**src/rtl/muldiv_unit.sv**
```systemverilog
// muldiv_unit: 32-step radix-2 multiply/divide FSM; define MULDIV_FAST_MUL_EN for a single-cycle multiply
package selector;
  typedef enum logic [2:0] {
    MULDIV_MULT,
    MULDIV_MULTU,
    MULDIV_DIV,
    MULDIV_DIVU,
    MULDIV_NCARE
  } muldiv_funct_t;
endpackage

module muldiv_unit
  import selector::*;
(
  input  logic          clk,
  input  logic          reset_n,
  input  logic          start,
  input  logic          flush,
  input  muldiv_funct_t muldiv_funct,
  input  logic [31:0]   a,
  input  logic [31:0]   b,
  output logic          busy,
  output logic          done,
  output logic [31:0]   hi,
  output logic [31:0]   lo
);
  typedef enum logic [1:0] {IDLE, CALC, FINISH} state_t;

  state_t        state_q;
  muldiv_funct_t funct_q;
  logic [31:0]   a_q, b_q, hi_q, lo_q;
  logic [63:0]   acc_q, acc_d;
  logic [4:0]    cnt_q;
  logic          done_q;
  logic          in_signed, is_signed, is_mul, neg, fast_go, ge;
  logic [31:0]   a_in_mag, b_mag, div_rem, quo, rem, res_hi, res_lo;
  logic [32:0]   add_sum, div_sh;
  logic [63:0]   prod;

  assign busy = state_q != IDLE;
  assign done = done_q;
  assign hi   = hi_q;
  assign lo   = lo_q;

  // operation decode and operand magnitudes for the signed ops
  always_comb begin
    in_signed = muldiv_funct == MULDIV_MULT || muldiv_funct == MULDIV_DIV;
    is_signed = funct_q == MULDIV_MULT || funct_q == MULDIV_DIV;
    is_mul    = funct_q == MULDIV_MULT || funct_q == MULDIV_MULTU;
    a_in_mag  = in_signed && a[31] ? -a : a;
    b_mag     = is_signed && b_q[31] ? -b_q : b_q;
    neg       = is_signed && (a_q[31] ^ b_q[31]);
  end

  // one radix-2 iteration: shift-add multiply, restoring shift-subtract divide
  always_comb begin
    add_sum = {1'b0, acc_q[63:32]} + (acc_q[0] ? {1'b0, b_mag} : 33'd0);
    div_sh  = {acc_q[63:32], acc_q[31]};
    ge      = div_sh >= {1'b0, b_mag};
    div_rem = div_sh[31:0] - b_mag;
    acc_d   = is_mul ? {add_sum, acc_q[31:1]}
            : ge     ? {div_rem, acc_q[30:0], 1'b1}
            :          {div_sh[31:0], acc_q[30:0], 1'b0};
  end

`ifdef MULDIV_FAST_MUL_EN
  assign fast_go = muldiv_funct == MULDIV_MULT || muldiv_funct == MULDIV_MULTU;
  assign prod    = is_signed ? {{32{a_q[31]}}, a_q} * {{32{b_q[31]}}, b_q}
                             : {32'd0, a_q} * {32'd0, b_q};
`else
  assign fast_go = 1'b0;
  assign prod    = neg ? -acc_q : acc_q;
`endif

  // sign correction and divide-by-zero override applied in FINISH
  always_comb begin
    quo    = acc_q[31:0];
    rem    = acc_q[63:32];
    res_lo = is_mul ? prod[31:0]  : b_q == 32'd0 ? 32'hFFFF_FFFF : neg ? -quo : quo;
    res_hi = is_mul ? prod[63:32] : b_q == 32'd0 ? a_q : is_signed && a_q[31] ? -rem : rem;
  end

  // control FSM with registered done and hi/lo; flush always returns to IDLE
  always_ff @(posedge clk or negedge reset_n)
    if (!reset_n) begin
      state_q <= IDLE;
      funct_q <= MULDIV_NCARE;
      a_q     <= '0;
      b_q     <= '0;
      acc_q   <= '0;
      cnt_q   <= '0;
      hi_q    <= '0;
      lo_q    <= '0;
      done_q  <= 1'b0;
    end else begin
      done_q <= 1'b0;
      if (flush) state_q <= IDLE;
      else
        case (state_q)
          IDLE:
            if (start && muldiv_funct != MULDIV_NCARE) begin
              funct_q <= muldiv_funct;
              a_q     <= a;
              b_q     <= b;
              acc_q   <= {32'd0, a_in_mag};
              cnt_q   <= 5'd31;
              state_q <= fast_go ? FINISH : CALC;
            end
          CALC: begin
            acc_q <= acc_d;
            cnt_q <= cnt_q - 5'd1;
            if (cnt_q == 5'd0) state_q <= FINISH;
          end
          FINISH: begin
            hi_q    <= res_hi;
            lo_q    <= res_lo;
            done_q  <= 1'b1;
            state_q <= IDLE;
          end
          default: state_q <= IDLE;
        endcase
    end
endmodule

```
**config.mk**
```make
export PLATFORM = sky130hd
export DESIGN_NAME = muldiv_unit
export DESIGN_NICKNAME = d
export VERILOG_FILES = /design/src/rtl/muldiv_unit.sv
export SDC_FILE = /design/constraint.sdc
export NUM_CORES = 1
export LEC_CHECK = 0
export CORE_AREA = 2 2 211 265
export DETAILED_ROUTE_END_ITERATION = 8
export DIE_AREA = 0 0 213 267
export DONT_BUFFER_PORTS = 1
export SYNTH_ARGS = -nofsm -noshare
export SYNTH_HDL_FRONTEND = slang
export SYNTH_SLANG_ARGS = --single-unit
```
**constraint.sdc**
```tcl
create_clock -name clk -period 7.15 [get_ports clk]
set_input_delay 0.715 -clock clk [delete_from_list [all_inputs] [get_ports clk]]
set_output_delay 0.715 -clock clk [all_outputs]
set_load 0.05 [all_outputs]
```
==> results of run 1 <==
-- registers in the layout (all words and copies together), names as in the netlist --
name / cells
b_q: 32
hi: 32
lo: 32
done: 1
state_q: 2
a_q: 32
cnt_q: 5
acc_q: 64
funct_q: 3
-- power by group through the flow --
stage	Sequential (mW)	Combinational (mW)	Clock, mW
6_report	1.99	4.46	1.40
5_1_grt	2.04	4.88	1.48
4_1_cts	1.97	4.39	1.44
3_5_place_dp	1.99	4.35	0
3_3_place_gp	1.98	4.31	0
2_1_floorplan	1.69	3.38	0
-- worst max path at each step --
stage / depth (start not counted) / from / endpoint / slack (ns)
2_1_floorplan: 16 / b_q[3] / acc_q[51] / 2.36
3_3_place_gp: 17 / b_q[3] / acc_q[51] / 1.30
3_5_place_dp: 17 / b_q[3] / acc_q[51] / 1.27
4_1_cts: 17 / b_q[2] / acc_q[51] / 1.23
5_1_grt: 18 / b_q[2] / acc_q[41] / 0.82
6_report: 17 / b_q[2] / acc_q[51] / 1.27
-- cell families (layout without fill, tap and decap cells) --
logic type               Yosys count  in the layout
flip-flops                       203            203
XOR/XNOR                         175            175
AND/OR/NAND/NOR                  719            719
multiplexers                      78             78
AO/OA/AOI/OAI                    600            600
buffers and inverters            167             94
adder cells (fa/ha/maj)           72             72
-- metrics by stage --
stage               instances  instance area [um^2]  power, mW
CTS                      2676                 17600       7.80
floorplan                2014                 16100       5.07
global placement         2630                 16700       6.29
detailed placement       2630                 16700       6.34
finish                   2676                 17600       7.86
global route             2676                 17600       8.40
-- metal layers --
layer | track usage (%) | wire [um] | up-vias
met5 | 0 | 0 | -
met3 | 3.78 | 3910 | 135
met1 | 22.8 | 21900 | 7246
li1 | - | - | 7128
met2 | 35.5 | 28700 | 517
met4 | 10.0 | 3000 | 0
-- cell usage in the layout (no fill, tap or decap), types with 22 or more instances in the layout --
master	Yosys	final
sky130_fd_sc_hd__a211oi_1	24	24
sky130_fd_sc_hd__a21o_1	23	23
sky130_fd_sc_hd__a21oi_1	161	161
sky130_fd_sc_hd__a31oi_1	55	55
sky130_fd_sc_hd__buf_4	2	23
sky130_fd_sc_hd__clkbuf_16	0	25
sky130_fd_sc_hd__dfrtp_1	202	202
sky130_fd_sc_hd__ha_1	70	70
sky130_fd_sc_hd__inv_1	22	22
sky130_fd_sc_hd__mux2_2	62	62
sky130_fd_sc_hd__nand2_1	229	229
sky130_fd_sc_hd__nand3_1	64	64
sky130_fd_sc_hd__nor2_1	200	198
sky130_fd_sc_hd__nor3_1	49	49
sky130_fd_sc_hd__nor4_1	29	27
sky130_fd_sc_hd__o21ai_0	135	135
sky130_fd_sc_hd__o21ai_1	55	55
sky130_fd_sc_hd__xnor2_1	100	100
sky130_fd_sc_hd__xor2_1	75	75
-- area by class of cell --
class,count,area [um^2],share of cell area (%)
inverters,25,93.8,0.532
flip-flops and latches,203,5080,28.8
clock buffers,29,661,3.75
multi-input cells,1644,10400,59.2
repair buffers,24,200,1.14
well taps,735,920,5.21
clock inverters,16,241,1.37
-- repair_timing --
item                                   CTS  global route
gates resized for setup                  0             0
hold buffers                             1             0
endpoints found under the hold margin  203             0
==> run_results.csv, run 1 <==
group,metric,value,unit
floorplan,fp.dieW,213,um
routing,drtAntennaViolNets,0,
layout,final_nets,2066,
floorplan,row_count,96,
setup_path,rr_startpoint,"b_q[2]",
timing,finalSetupViolations,0,
layout,finish.utilization,32.4,%
routing,num_vias,15000,
floorplan,boundaryPins,137,
routing,detail_route.wirelength,57.5,mm
synth,synthesis.nets,2157,
setup_path,r2r-end,"acc_q[51]",
synth,yosys-mux-area-fraction,5.32,%
synth,synth-compound-area-share,22.7,%
setup_path,critical_path.cell_chain,"or4_1, nor4_1, and2_1, nand2_1, nor2_1, and2_1, a21oi_1, xnor2_1, ha_1, a21o_1, a21oi_1, nand3_1, a211o_1, nand3_1, nand2_1, or3_1, a32o_1",
pwr,seqPwrFrac,25.4,%
pwr,cellPowerDensity,445,nW/um^2
timing,fin_tns_setup,0,ns
timing,whs,0.130,ns
setup_path,ff2ff_path_depth,17,
pwr,power.share.switching,49.3,%
global_routing,first_global_vias,14600,
timing,max_clock_freq,170,MHz
timing,maxSlewHeadroom,24.6,%
clock_network,clockBufferDepth,3,
clock_network,cts_tree,"yes",
synth,edff_count_synth,0,
global_routing,maximum_number_of_pins_on_one_net_before_global_route_repair,204,
synth,ys.flop_type,"sky130_fd_sc_hd__dfrtp_1",
pwr,cell_internal_pwr,3.98,mW
global_routing,number_of_antenna_violations_at_the_first_check_in_global_routing,0,
clock_network,cts_post_setup_buffers_inserted,0,
timing,final_skew,0.0265,ns
floorplan,design.core.area,54400,um^2
synth,synthDominantCellAreaShare,31.3,%
place,dpl.hpwl,43.7,mm
synth,synthMostInstantiatedCell,"sky130_fd_sc_hd__nand2_1",
setup_path,critical-path-max-stage-delay,0.62,ns
timing,final.period_utilization,82.2,%
layout,ant_diodes,0,
setup_path,worst-endpoint-arrival,6.32,ns
floorplan,height_of_the_die,267,um
setup_path,critPathMaxFanout,15,
pwr,clkPwrFrac,17.8,%
flow_run,drv_cap,0,
layout,fillCellCount,5674,
place,post-place-ws,1.27,ns
routing,wl_per_cell,21.5,um
clock_network,num_clock_sinks,203,
global_routing,grt_pass1_wl,88.1,mm
pwr,power.ir.vdd_worst,0.191,mV
synth,synthDistinctLibCells,83,
setup_path,cp-end-kind,"register",
timing,hold_viol,0,
pwr,power.static_leakage,7.27,nW
setup_path,worstSetupPathType,"register to register",
timing,timing.final.ws_setup,1.27,ns
global_routing,globalRoute.totalOverflow,0,
synth,syn-cell-area,16100,um^2
synth,yosys_warnings,0,
clock_network,clock_insertion_delay_worst_skew,0.58,ns
timing,slew_at_the_pin_closest_to_its_max_slew_limit,1.13,ns
synth,synth.cells.most_frequent,"sky130_fd_sc_hd__nand2_1, sky130_fd_sc_hd__dfrtp_1, sky130_fd_sc_hd__nor2_1, sky130_fd_sc_hd__a21oi_1, sky130_fd_sc_hd__o21ai_0",
synth,yosys-top-cells-area,"sky130_fd_sc_hd__dfrtp_1, sky130_fd_sc_hd__ha_1, sky130_fd_sc_hd__xnor2_1",
timing,unrepaired_setup_endpoints_after_global_routing,"false",
place,placement.io_buffers,0,
routing,drt_pre_antenna_iters,5,
clock_network,cts-buffers-inserted,25,
setup_path,path_delay_family,"simple AND/OR/NAND/NOR gates",
timing,slew_violations,0,
hold_path,holdCritPathClass,"input port to asynchronous set/reset pin",
synth,synth_largest_area_cell,"sky130_fd_sc_hd__dfrtp_1",
run_status,status,"finished, final reports clean",
floorplan,die_area,56900,um^2
routing,vias_per_cell,5.62,
timing,min_period,5.88,ns
clock_network,cts.reportedPaths.clkPinSlew,0.06,ns
routing,drtIter0Drc,1314,
layout,drive_above_1_share,8.40,%
floorplan,start_util,29.7,%
layout,layout-area-overhead-vs-synth,9.31,%
synth,main_combinational_cell_family_by_area_after_synthesis,"compound AO/OA/AOI/OAI gates",
pwr,power.net_switching,3.87,mW
clock_network,htreeDepth,1,
setup_path,reg2reg_setup_slack,1.27,ns
synth,number_of_storage_elements_in_the_synthesis_netlist,203,
global_routing,gr-usage-all-layers,20.0,%
setup_path,critical-path-slowest-cell,"sky130_fd_sc_hd__or4_1",
clock_network,cts-root-buf,"sky130_fd_sc_hd__clkbuf_16",
synth,post_synth_inst_count,2014,
routing,route.detailed.drc,0,
synth,syn_area_per_cell,8.01,um^2
synth,async_flop_share,100,%
place,gpl.final_weighted_congestion,0.944,
pwr,power.share.combinational,56.8,%
setup_path,timing.critical_path.from_type,"register",
synth,yosys.area_share.simple,21.2,%
synth,synth_sequential_area_ratio,31.5,%
synth,synthXorXnorAreaFrac,9.50,%
synth,yosys.area_share.adder,5.68,%
setup_path,crit_required,7.59,ns
setup_path,timing.critical_path.buf_inv,0,
Power figures use the tool's default switching activity.
==> inputs of run 2 (changes only) <==
clock period = 5.1 ns   (was 7.15 ns; I/O delays follow)
==> run 2 against run 1 <==
Effect of this change: the flow now finishes with violations (hold timing); total power rose by 45%; sequential cell count did not move; combinational power rose by 48%; final area rose by 3.0%; non-clock buffer count rose by 55; register-to-register slack got worse by 0.96 ns; global-route usage rose by 0.86 points; clock power rose by 44%; final cell count rose by 2.2%; maximum frequency rose by 23%; critical path type unchanged; critical endpoint is now acc_q[37]; highest routed layer unchanged.
==> run_results.csv, run 2 (same netlist as run 1, synthesis figures left out) <==
group,metric,value,unit
run_status,status,"finished, violations left",
run_status,failed_checks,"hold timing",
floorplan,fp.dieW,213,um
global_routing,globalRoute.totalOverflow,0,
routing,num_vias,15200,
routing,drtAntennaViolNets,0,
timing,whs,-0.370,ns
setup_path,ff2ff_path_depth,20,
timing,final_skew,0.0251,ns
layout,layoutNonFillerInstCount,2734,
clock_network,cts_tree,"yes",
routing,drtIter0Drc,1262,
setup_path,timing.critical_path.to,"acc_q[37]",
timing,slew_violations,0,
layout,drive_above_1_share,11.4,%
floorplan,die_area,56900,um^2
clock_network,clockBufferDepth,3,
clock_network,num_clock_sinks,203,
floorplan,boundaryPins,137,
routing,vias_per_cell,5.57,
clock_network,cts.reportedPaths.clkPinSlew,0.06,ns
setup_path,worstSetupPathType,"register to register",
layout,largest_register_ffs,64,
floorplan,height_of_the_die,267,um
layout,biggest_register,"acc_q",
setup_path,crit_required,5.56,ns
global_routing,number_of_antenna_violations_at_the_first_check_in_global_routing,0,
flow_run,drv_cap,0,
timing,finalSetupViolations,0,
layout,ant_diodes,0,
setup_path,rr_startpoint,"b_q[3]",
setup_path,critPathMaxFanout,14,
timing,hold_viol,203,
setup_path,r2r-end,"acc_q[37]",
routing,drt_pre_antenna_iters,5,
timing,slew_at_the_pin_closest_to_its_max_slew_limit,1.03,ns
floorplan,design.core.area,54400,um^2
layout,layout-area-overhead-vs-synth,12.6,%
place,dpl.hpwl,46.1,mm
global_routing,first_global_vias,14900,
timing,fin_tns_setup,0,ns
place,placement.io_buffers,0,
hold_path,holdCritPathClass,"input port to asynchronous set/reset pin",
setup_path,worst-endpoint-arrival,5.25,ns
clock_network,cts-buffers-inserted,26,
place,dp_cells,2684,
clock_network,clock_insertion_delay_worst_skew,0.58,ns
floorplan,start_util,29.7,%
routing,route.detailed.drc,0,
global_routing,grt_pass1_wl,91.3,mm
place,gpl.final_weighted_congestion,0.983,
global_routing,maximum_number_of_pins_on_one_net_before_global_route_repair,204,
timing,final.period_utilization,94.0,%
floorplan,row_count,96,
routing,detail_route.wirelength,60.1,mm
setup_path,worstSetupStartpoint,"b_q[3]",
routing,wl_per_cell,22.0,um
pwr,power.ir.vdd_worst,0.284,mV
layout,most-common-layout-cells,"sky130_fd_sc_hd__nand2_1, sky130_fd_sc_hd__dfrtp_1, sky130_fd_sc_hd__nor2_1",
clock_network,cts-root-buf,"sky130_fd_sc_hd__clkbuf_16",
global_routing,gr-usage-all-layers,20.9,%
pwr,cellPowerDensity,629,nW/um^2
layout,final_nets,2122,
timing,min_period,4.79,ns
setup_path,timing.critical_path.from_type,"register",
clock_network,htreeDepth,1,
setup_path,reg2reg_setup_slack,0.31,ns
setup_path,cp-end-kind,"register",
timing,maxSlewHeadroom,31.0,%
pwr,power.static_leakage,7.56,nW
timing,max_clock_freq,209,MHz
layout,final_common_cell,"sky130_fd_sc_hd__nand2_1",
-- run 2: changes by cell type in the layout (fill, tap and decap cells not counted), sizes merged --
cell / change
clkbuf: +6
clkinvlp: -1
buf: +55
bufinv: -1
clkinv: -1
-- run 2: worst min path at each step --
| stage | slack (ns) | start | to |
|---|---|---|---|
| final | -0.37 | reset_n | done |
| after global routing | -0.40 | reset_n | done |
| after CTS | -0.39 | reset_n | done |
| after detailed placement | 0.22 | reset_n | done |
| after global placement | 0.22 | reset_n | done |
| after floorplan | 0.21 | reset_n | a_q[0] |
-- run 2: stage by stage --
stage / area (um^2) / power (mW) / utilization [%] / setup WS, ns
floorplan: 16100 / 7.11 / - / 0.312
global placement: 17200 / 9.23 / 31.5 / 0.0567
detailed placement: 17200 / 9.28 / 31.5 / 0.0340
CTS: 18100 / 11.4 / 33.3 / 0.000505
global route: 18200 / 12.2 / 33.4 / -0.00255
finish: 18200 / 11.4 / 33.4 / 0.306
-- run 2: cell type report --
class	count	area, um^2
fillers	5683	36300
multi-input cells	1644	10500
flip-flops and latches	203	5080
well taps	735	920
clock buffers	35	744
repair buffers	79	631
clock inverters	13	210
inverters	25	93.8
-- run 2: critical path: stages (launching register included) --
cell	delay (ns)
sky130_fd_sc_hd__dfrtp_1	0.42
sky130_fd_sc_hd__or4_4	0.60
sky130_fd_sc_hd__nor4_2	0.20
sky130_fd_sc_hd__buf_4	0.18
sky130_fd_sc_hd__and2_1	0.18
sky130_fd_sc_hd__nand2_1	0.11
sky130_fd_sc_hd__nor2_2	0.18
sky130_fd_sc_hd__and2_1	0.26
sky130_fd_sc_hd__nor2_1	0.07
sky130_fd_sc_hd__xnor2_1	0.17
sky130_fd_sc_hd__ha_1	0.23
sky130_fd_sc_hd__a21o_1	0.19
sky130_fd_sc_hd__a21o_1	0.18
sky130_fd_sc_hd__a21oi_1	0.25
sky130_fd_sc_hd__nand3_1	0.11
sky130_fd_sc_hd__a211o_1	0.29
sky130_fd_sc_hd__and3_1	0.20
sky130_fd_sc_hd__nor2_1	0.16
sky130_fd_sc_hd__buf_4	0.24
sky130_fd_sc_hd__o21ai_1	0.10
sky130_fd_sc_hd__a221o_1	0.32
-- run 2: layer usage --
metal | up-vias | routed length (um) | track usage [%]
met5 | - | 0 | 0
met4 | 0 | 3180 | 10.7
met3 | 151 | 3840 | 3.72
met2 | 549 | 30100 | 36.8
met1 | 7289 | 23000 | 24.1
li1 | 7233 | - | -
-- run 2: power by group --
part           switching [mW]  internal [mW]  leakage, nW
logic                    3.94           2.65         4.51
registers               0.804           2.00         2.59
clock network           0.784           1.24        0.460
-- run 2: timing repair --
action	CTS	global route
buffers inserted	0	2
setup endpoints to repair	0	33
gates resized for setup	0	8
hold endpoints to repair	203	203
==> variant 1: new RTL, config.mk and constraints of run 2 <==
Encoding of `state_t`: now one-hot (3 bits for 3 states).
--- a/src/rtl/muldiv_unit.sv
+++ b/src/rtl/muldiv_unit.sv
@@ -24,7 +24,7 @@
   output logic [31:0]   hi,
   output logic [31:0]   lo
 );
-  typedef enum logic [1:0] {IDLE, CALC, FINISH} state_t;
+  typedef enum logic [2:0] {IDLE = 3'b001, CALC = 3'b010, FINISH = 3'b100} state_t;
 
   state_t        state_q;
   muldiv_funct_t funct_q;
Formal check against the unedited RTL: same outputs for any inputs over 10 cycles, from zero or initial values and one cycle with reset_n low; not proved beyond that.
==> variant 1 against run 2 <==
The run still ends with negative hold slack left. Synthesized area shrank 1.4%. Utilization down 0.94 points. Sequential cell count is 1 higher. Setup slack got worse by 140 ps. Critical path depth decreased by 4. Routed wire length down 11%. Final area shrank 2.8%. Global-route usage down 2.3 points. Critical path type unchanged. Highest routed layer unchanged.
Power is not compared: it rests on default switching activity, and its combinational part moved more than twofold at a synthesized area within 25%.
==> variant 1: results (changes against run 2) <==
- The run finished, with violations left.
- The final reports fail on negative hold slack.
- The HPWL reported at the end of detailed placement came to 40200 um (-13%).
- After synthesis, the cell types taking the most area are dfrtp_1, xnor2_1, ha_1.
- The maximum root-to-sink buffer count is 3 (unchanged).
- The vias after detailed routing is 14337 (-5.8%).
- The layout filler cell count came to 5675 (-0.14%).
- The count of different cell masters after synthesis came to 82 (-1.2%).
- The global routing usage summed across all routing layers came to 0.1861 (-0.02284).
- The slack of the worst reg-to-reg path came to 160 ps (-140 ps).
- The net count reported at finish is 2031 (-4.3%).
- The clock skew is 11.08 ps (-14.04 ps).
- In this run the critical register-to-register path is launched from b_q[21].
- The number of iterations in the first detailed-routing pass is 5 (unchanged).
- The worst hold path belongs to the class in -> async.
- The worst stage delay on the critical path is 550 ps (-50 ps).
- The maximum number of pins on one net before global-route repair is 205 (+0.49%).
- The transition time at the pin with the least slew margin is 1158 ps (+125.0 ps).
- The startpoint type of the worst setup path is a flop.
- The fraction of layout cells with a size suffix above 1 was 0.1133 (-0.0007307).
- The number of warning messages in the yosys log is 0 (unchanged).
- The count of routing violations after the opening detailed-route iteration was 896 (-29%).
- The antenna diode count is 0 (unchanged).
- The post-placement cell count was 2592 (-3.4%).
- The number of buffers added by the clock tree synthesis step is 26 (unchanged).
- The synthesized netlist net count is 2073 (-3.9%).
- The fraction of registers with async set/reset is 1.000 (unchanged).
- The internal power of the cells totals 4.075 mW.
- The weighted congestion at the end of routability-driven global placement is 0.9454 (-3.8%).
- The later pin in the worst-skew pair is clocked with a latency of 570 ps.
- Ranked by instance count, the synthesized netlist is headed by dfrtp_1, nand2_1, nor2_1.
- The average detailed-routed wire length per instance was 20.34 um (-7.5%).
- In this run the worst setup path terminates at acc_q[63].
- The maximum fanout count along the critical path came to 20 (+6).
- The proportion of synthesized chip area in sequential cells is 0.3211 (+0.006135).
- The worst flop-to-flop path endpoint is acc_q[63].
- The global-route wire length before repair was 82990 um (-9.1%).
- The peak supply drop is 0.0002355 V.
- The worst hold margin came to -362.4 ps (+7.845 ps).
- The cell at the slowest stage of the critical path is or4_4.
- The final number of hold-violating endpoints is 204 (+0.49%).
- In this design, the largest share of critical-path delay is due to simple AND/OR/NAND/NOR gates.
- The number of vias per cell after detailed routing is 5.429 (-2.5%).
- The synthesized area divided by synthesized cell count was 8.242 um2 (+2.9%).
- The data arrival time at the worst-slack endpoint is 5390 ps (+140 ps).
- The initial antenna violation count is 1 (+1).
- The number of buffer cells added on primary ports is 0 (unchanged).
==> variant 1: kinds of logic (layout without fill, tap and decap cells) <==
logic type,Yosys count,in the layout,share of synthesized area
compound gates,582,582,0.2244
fa+ha+maj,72,72,0.05757
buf+inv,162,138,0.04098
flops,204,204,0.3211
xor+xnor,199,199,0.1096
simple gates,621,621,0.1847
mux,90,90,0.06174
==> variant 1: worst reg2reg max path, cell delays in order (launching register included) <==
cell,delay [ps]
dfrtp_1,400
or4_4,560
or3_1,370
or3_4,380
or4_4,510
o31ai_2,210
xor2_1,320
ha_1,350
a21o_1,190
a211oi_2,270
inv_1,80
a31oi_2,170
a22oi_2,100
buf_4,170
buf_12,160
or3_1,350
a32o_1,250
==> variant 1: how the worst min path moves through the flow <==
stage	start	endpoint	cells past startpoint
global route	reset_n	lo[27]	0
global placement	reset_n	lo[27]	0
detailed placement	reset_n	lo[21]	0
finish	reset_n	lo[28]	0
floorplan	reset_n	a_q[0]	0
CTS	reset_n	acc_q[22]	0
==> variant 1: per-layer routing <==
layer  track usage  routed length [um]
met5             0                   0
met1        0.2271               21890
met4       0.07088                2083
met2        0.3232               26100
met3       0.03330                3630
==> variant 1: final cells by class <==
class	instances	share of cell area
clock inverters	12	0.005813
well taps	735	0.05210
repair buffers	59	0.02651
multi-input cells	1564	0.5778
clock buffers	34	0.04140
flip-flops and latches	204	0.2894
inverters	33	0.007018
==> variant 1: power groups by stage <==
stage	clock network, mW	logic, mW	registers [mW]
floorplan	0	2.13	2.08
global placement	0	2.78	2.21
detailed placement	0	2.82	2.22
CTS	1.86	2.84	2.20
global route	1.92	3.17	2.25
finish	1.81	2.89	2.21
==> variant 1: stage by stage <==
stage | setup slack, ps | area [um2]
4_1_cts | 72.91 | 17600
3_3_place_gp | 231.8 | 16770
5_1_grt | -9.925 | 17650
6_report | 165.0 | 17650
2_1_floorplan | 706.5 | 15910
3_5_place_dp | 87.02 | 16770
==> variant 1: repair_timing <==
| item | 4_1_cts | 5_1_grt |
|---|---|---|
| resized for setup | 0 | 7 |
| hold endpoints to repair | 204 | 204 |
| setup buffers | 0 | 3 |
| setup endpoints to repair | 0 | 33 |
==> variant 2: new RTL, flow settings as in run 2 <==
Without the edit above. Make the reset (`reset_n`) synchronous in one clocked block.
--- a/src/rtl/muldiv_unit.sv
+++ b/src/rtl/muldiv_unit.sv
@@ -81,7 +81,7 @@
   end
 
   // control FSM with registered done and hi/lo; flush always returns to IDLE
-  always_ff @(posedge clk or negedge reset_n)
+  always_ff @(posedge clk)
     if (!reset_n) begin
       state_q <= IDLE;
       funct_q <= MULDIV_NCARE;
Check against the original RTL: differs if reset_n is asserted again (counterexample within 4 cycles, from zero or initial values and one cycle with reset_n low); with reset_n held inactive, the same outputs for 4 cycles.
==> variant 2 against run 2 <==
Setup slack better by 43 ps. Synthesized area fell by 5.3%. Sequential cell count unchanged. Routed wire length decreased by 1.1%. Maximum frequency increased by 0.91%. Final area decreased by 7.3%. Count of clock-buffer cells in the layout down 4. Critical path type unchanged. Largest cell class unchanged.
Power is not compared: it rests on default switching activity, and its combinational part moved more than twofold at a synthesized area within 25%.
==> variant 2: results (changes against run 2) <==
- The number of buffers added by the clock tree synthesis step is 26 (unchanged).
- The number of H-tree levels is 1 (unchanged).
- The insertion delay to the later sink of the worst-skew pair is 570 ps.
- The number of buffer cells added on primary ports came to 0 (unchanged).
- The register name with the most flops is acc_q.
- The post-route fraction of the period consumed by the critical path is 0.9314 (-0.008497).
- The global-route wire length before repair was 89040 um (-2.4%).
- Sorting the synthesized cells by how often they occur yields nand2_1, a21oi_1, dfxtp_1.
- The HPWL reported at the end of detailed placement is 45080 um (-2.1%).
- The average detailed-routed wire length per instance is 21.32 um (-3.0%).
- The startpoint identified for the worst register-to-register timing path is b_q[8].
- The clock skew is 23.25 ps (-1.870 ps).
- The flip-flop count of the largest register after layout is 64 (unchanged).
- The initial antenna violation count is 0 (unchanged).
- The global routing usage summed across all routing layers was 0.2033 (-0.005662).
- The fraction of layout cells with a size suffix above 1 came to 0.06146 (-0.05259).
- Ranked by total cell area, the synthesized netlist is headed by dfxtp_1, nand2_1, a21oi_1.
- The end point of the critical path is acc_q[62].
- The number of warning messages in the yosys log is 0 (unchanged).
- The post-placement cell count is 2735 (+1.9%).
- After clock tree synthesis, the flow added hold-fix buffers numbering 0.
- The number of cell instances on the worst register-to-register path is 17 (-15%).
- The vias after detailed routing is 15458 (+1.6%).
- The slack of the worst reg-to-reg path came to 350 ps (+40 ps).
- The fraction of the core area covered by cells at the end of the flow came to 0.3094 (-0.02440).
- The transition time at the pin with the least slew margin was 1208 ps (+175.2 ps).
- The synthesized area divided by synthesized cell count was 7.227 um2 (-9.8%).
- The layout filler cell count was 5865 (+3.2%).
- The min-delay analysis places its worst path in the category in -> reg.
- The worst setup timing slack at the placement stage is 271.1 ps (+237.1 ps).
- The sum of routed wire length over all layers is 59410 um (-1.1%).
- The worst hold margin was 62.37 ps (+432.6 ps).
- The cell area reported after detailed placement came to 0.01585 mm2 (-7.6%).
- The fraction of registers with async set/reset is 0 (-1.000).
- The startpoint type of the worst setup path is a flop.
- The clock-pin slew on the worst setup and hold paths is 60 ps (about the same).
- The number of iterations in the first detailed-routing pass came to 5 (unchanged).
- The leakage power figure is 6.338 nW.
- The proportion of synthesized chip area in sequential cells is 0.2660 (-0.04892).
- The count of different cell masters after synthesis is 88 (+6.0%).
- The clock root buffer is clkbuf_16.
- The data arrival time at the worst-slack endpoint is 5210 ps (-40 ps).
- The peak supply drop is 0.0002324 V.
- The weighted congestion at the end of routability-driven global placement is 0.9363 (-4.8%).
- The synthesized netlist net count is 2257 (+4.6%).
- The net count reported at finish is 2173 (+2.4%).
- The maximum number of pins on one net before global-route repair came to 73 (-64%).
- The maximum root-to-sink buffer count is 3 (unchanged).
- The run finished with clean final reports.
- Among all flip-flop cells after synthesis, the most frequent one is dfxtp_1.
- The maximum fanout count along the critical path came to 13 (-1).
- The count of routing violations after the opening detailed-route iteration is 1120 (-11%).
variant 2: cell count changes after synthesis, moves of 48 or more:
cell     before  now
a21oi_1     161  252
dfrtp_1     202    0
dfxtp_1       0  203
mux2_2       62    0
nand2_1     229  349
o21ai_0     135  183
o21ai_1      55    2
variant 2: worst max-delay path: stages, from the launching register on:
cell and delay (ps):
dfxtp_1 350, or4_1 560, nor3_1 210, and2_1 250, nand2_1 140, or2_2 370
o31ai_2 250, xor2_1 220, ha_2 370, and3_1 240, nand2_1 150, nor2_1 100
a211oi_1 250, o21ai_0 190, a211oi_4 290, buf_4 260, nor2_1 100, a221o_1 370
variant 2: cells by family (layout without fill, tap and decap cells):
logic type	count (synthesis)	after routing	synth area share
buffers and inverters	177	113	0.05094
and+or+nand+nor	755	755	0.2285
xor gates and xnor gates	186	186	0.1066
muxes	4	4	0.002621
adders and majority gates	72	72	0.05995
DFF	203	203	0.2660
other	0	1	0
AOI/OAI and AO/OA	717	717	0.2853
variant 2: cell type report:
type                            instances  area, um2  area share
Antenna cell                            1      2.502   0.0001487
Clock buffer                           31      689.4     0.04095
Clock inverter                         17      246.5     0.01464
Inverter                               31      117.6    0.006987
Multi-Input combinational cell       1734      10500      0.6235
Sequential cell                       203       4064      0.2414
Tap cell                              735      919.6     0.05463
Timing Repair Buffer                   34      297.8     0.01769
variant 2: worst min path at each step:
stage                     startpoint          to  cells after the start
after floorplan              a_q[18]     a_q[18]                      2
after global placement    funct_q[0]  funct_q[0]                      2
after detailed placement     a_q[10]     a_q[10]                      2
after CTS                    reset_n  funct_q[2]                      1
after global routing         reset_n  funct_q[2]                      1
final                        reset_n  funct_q[2]                      1
variant 2: repair_timing:
action                     in CTS  in global routing
buffers inserted                0                  1
gates resized for setup         0                  3
setup endpoints to repair       0                 31
variant 2: where the power goes:
group          internal [mW]  total (mW)  switching [mW]  leakage (nW)
combinational          0.461        1.27           0.810          4.24
clock                   1.23        2.04           0.813         0.446
sequential              1.64        1.74          0.0998          1.65
total                   3.33        5.06            1.72          6.34
variant 2: layer usage:
metal,GRT usage,part of all wire,vias up
met4,0.1036,0.054,0
li1,-,-,7409
met2,0.3599,0.49,517
met5,0,0,-
met1,0.2313,0.39,7388
met3,0.03730,0.070,144
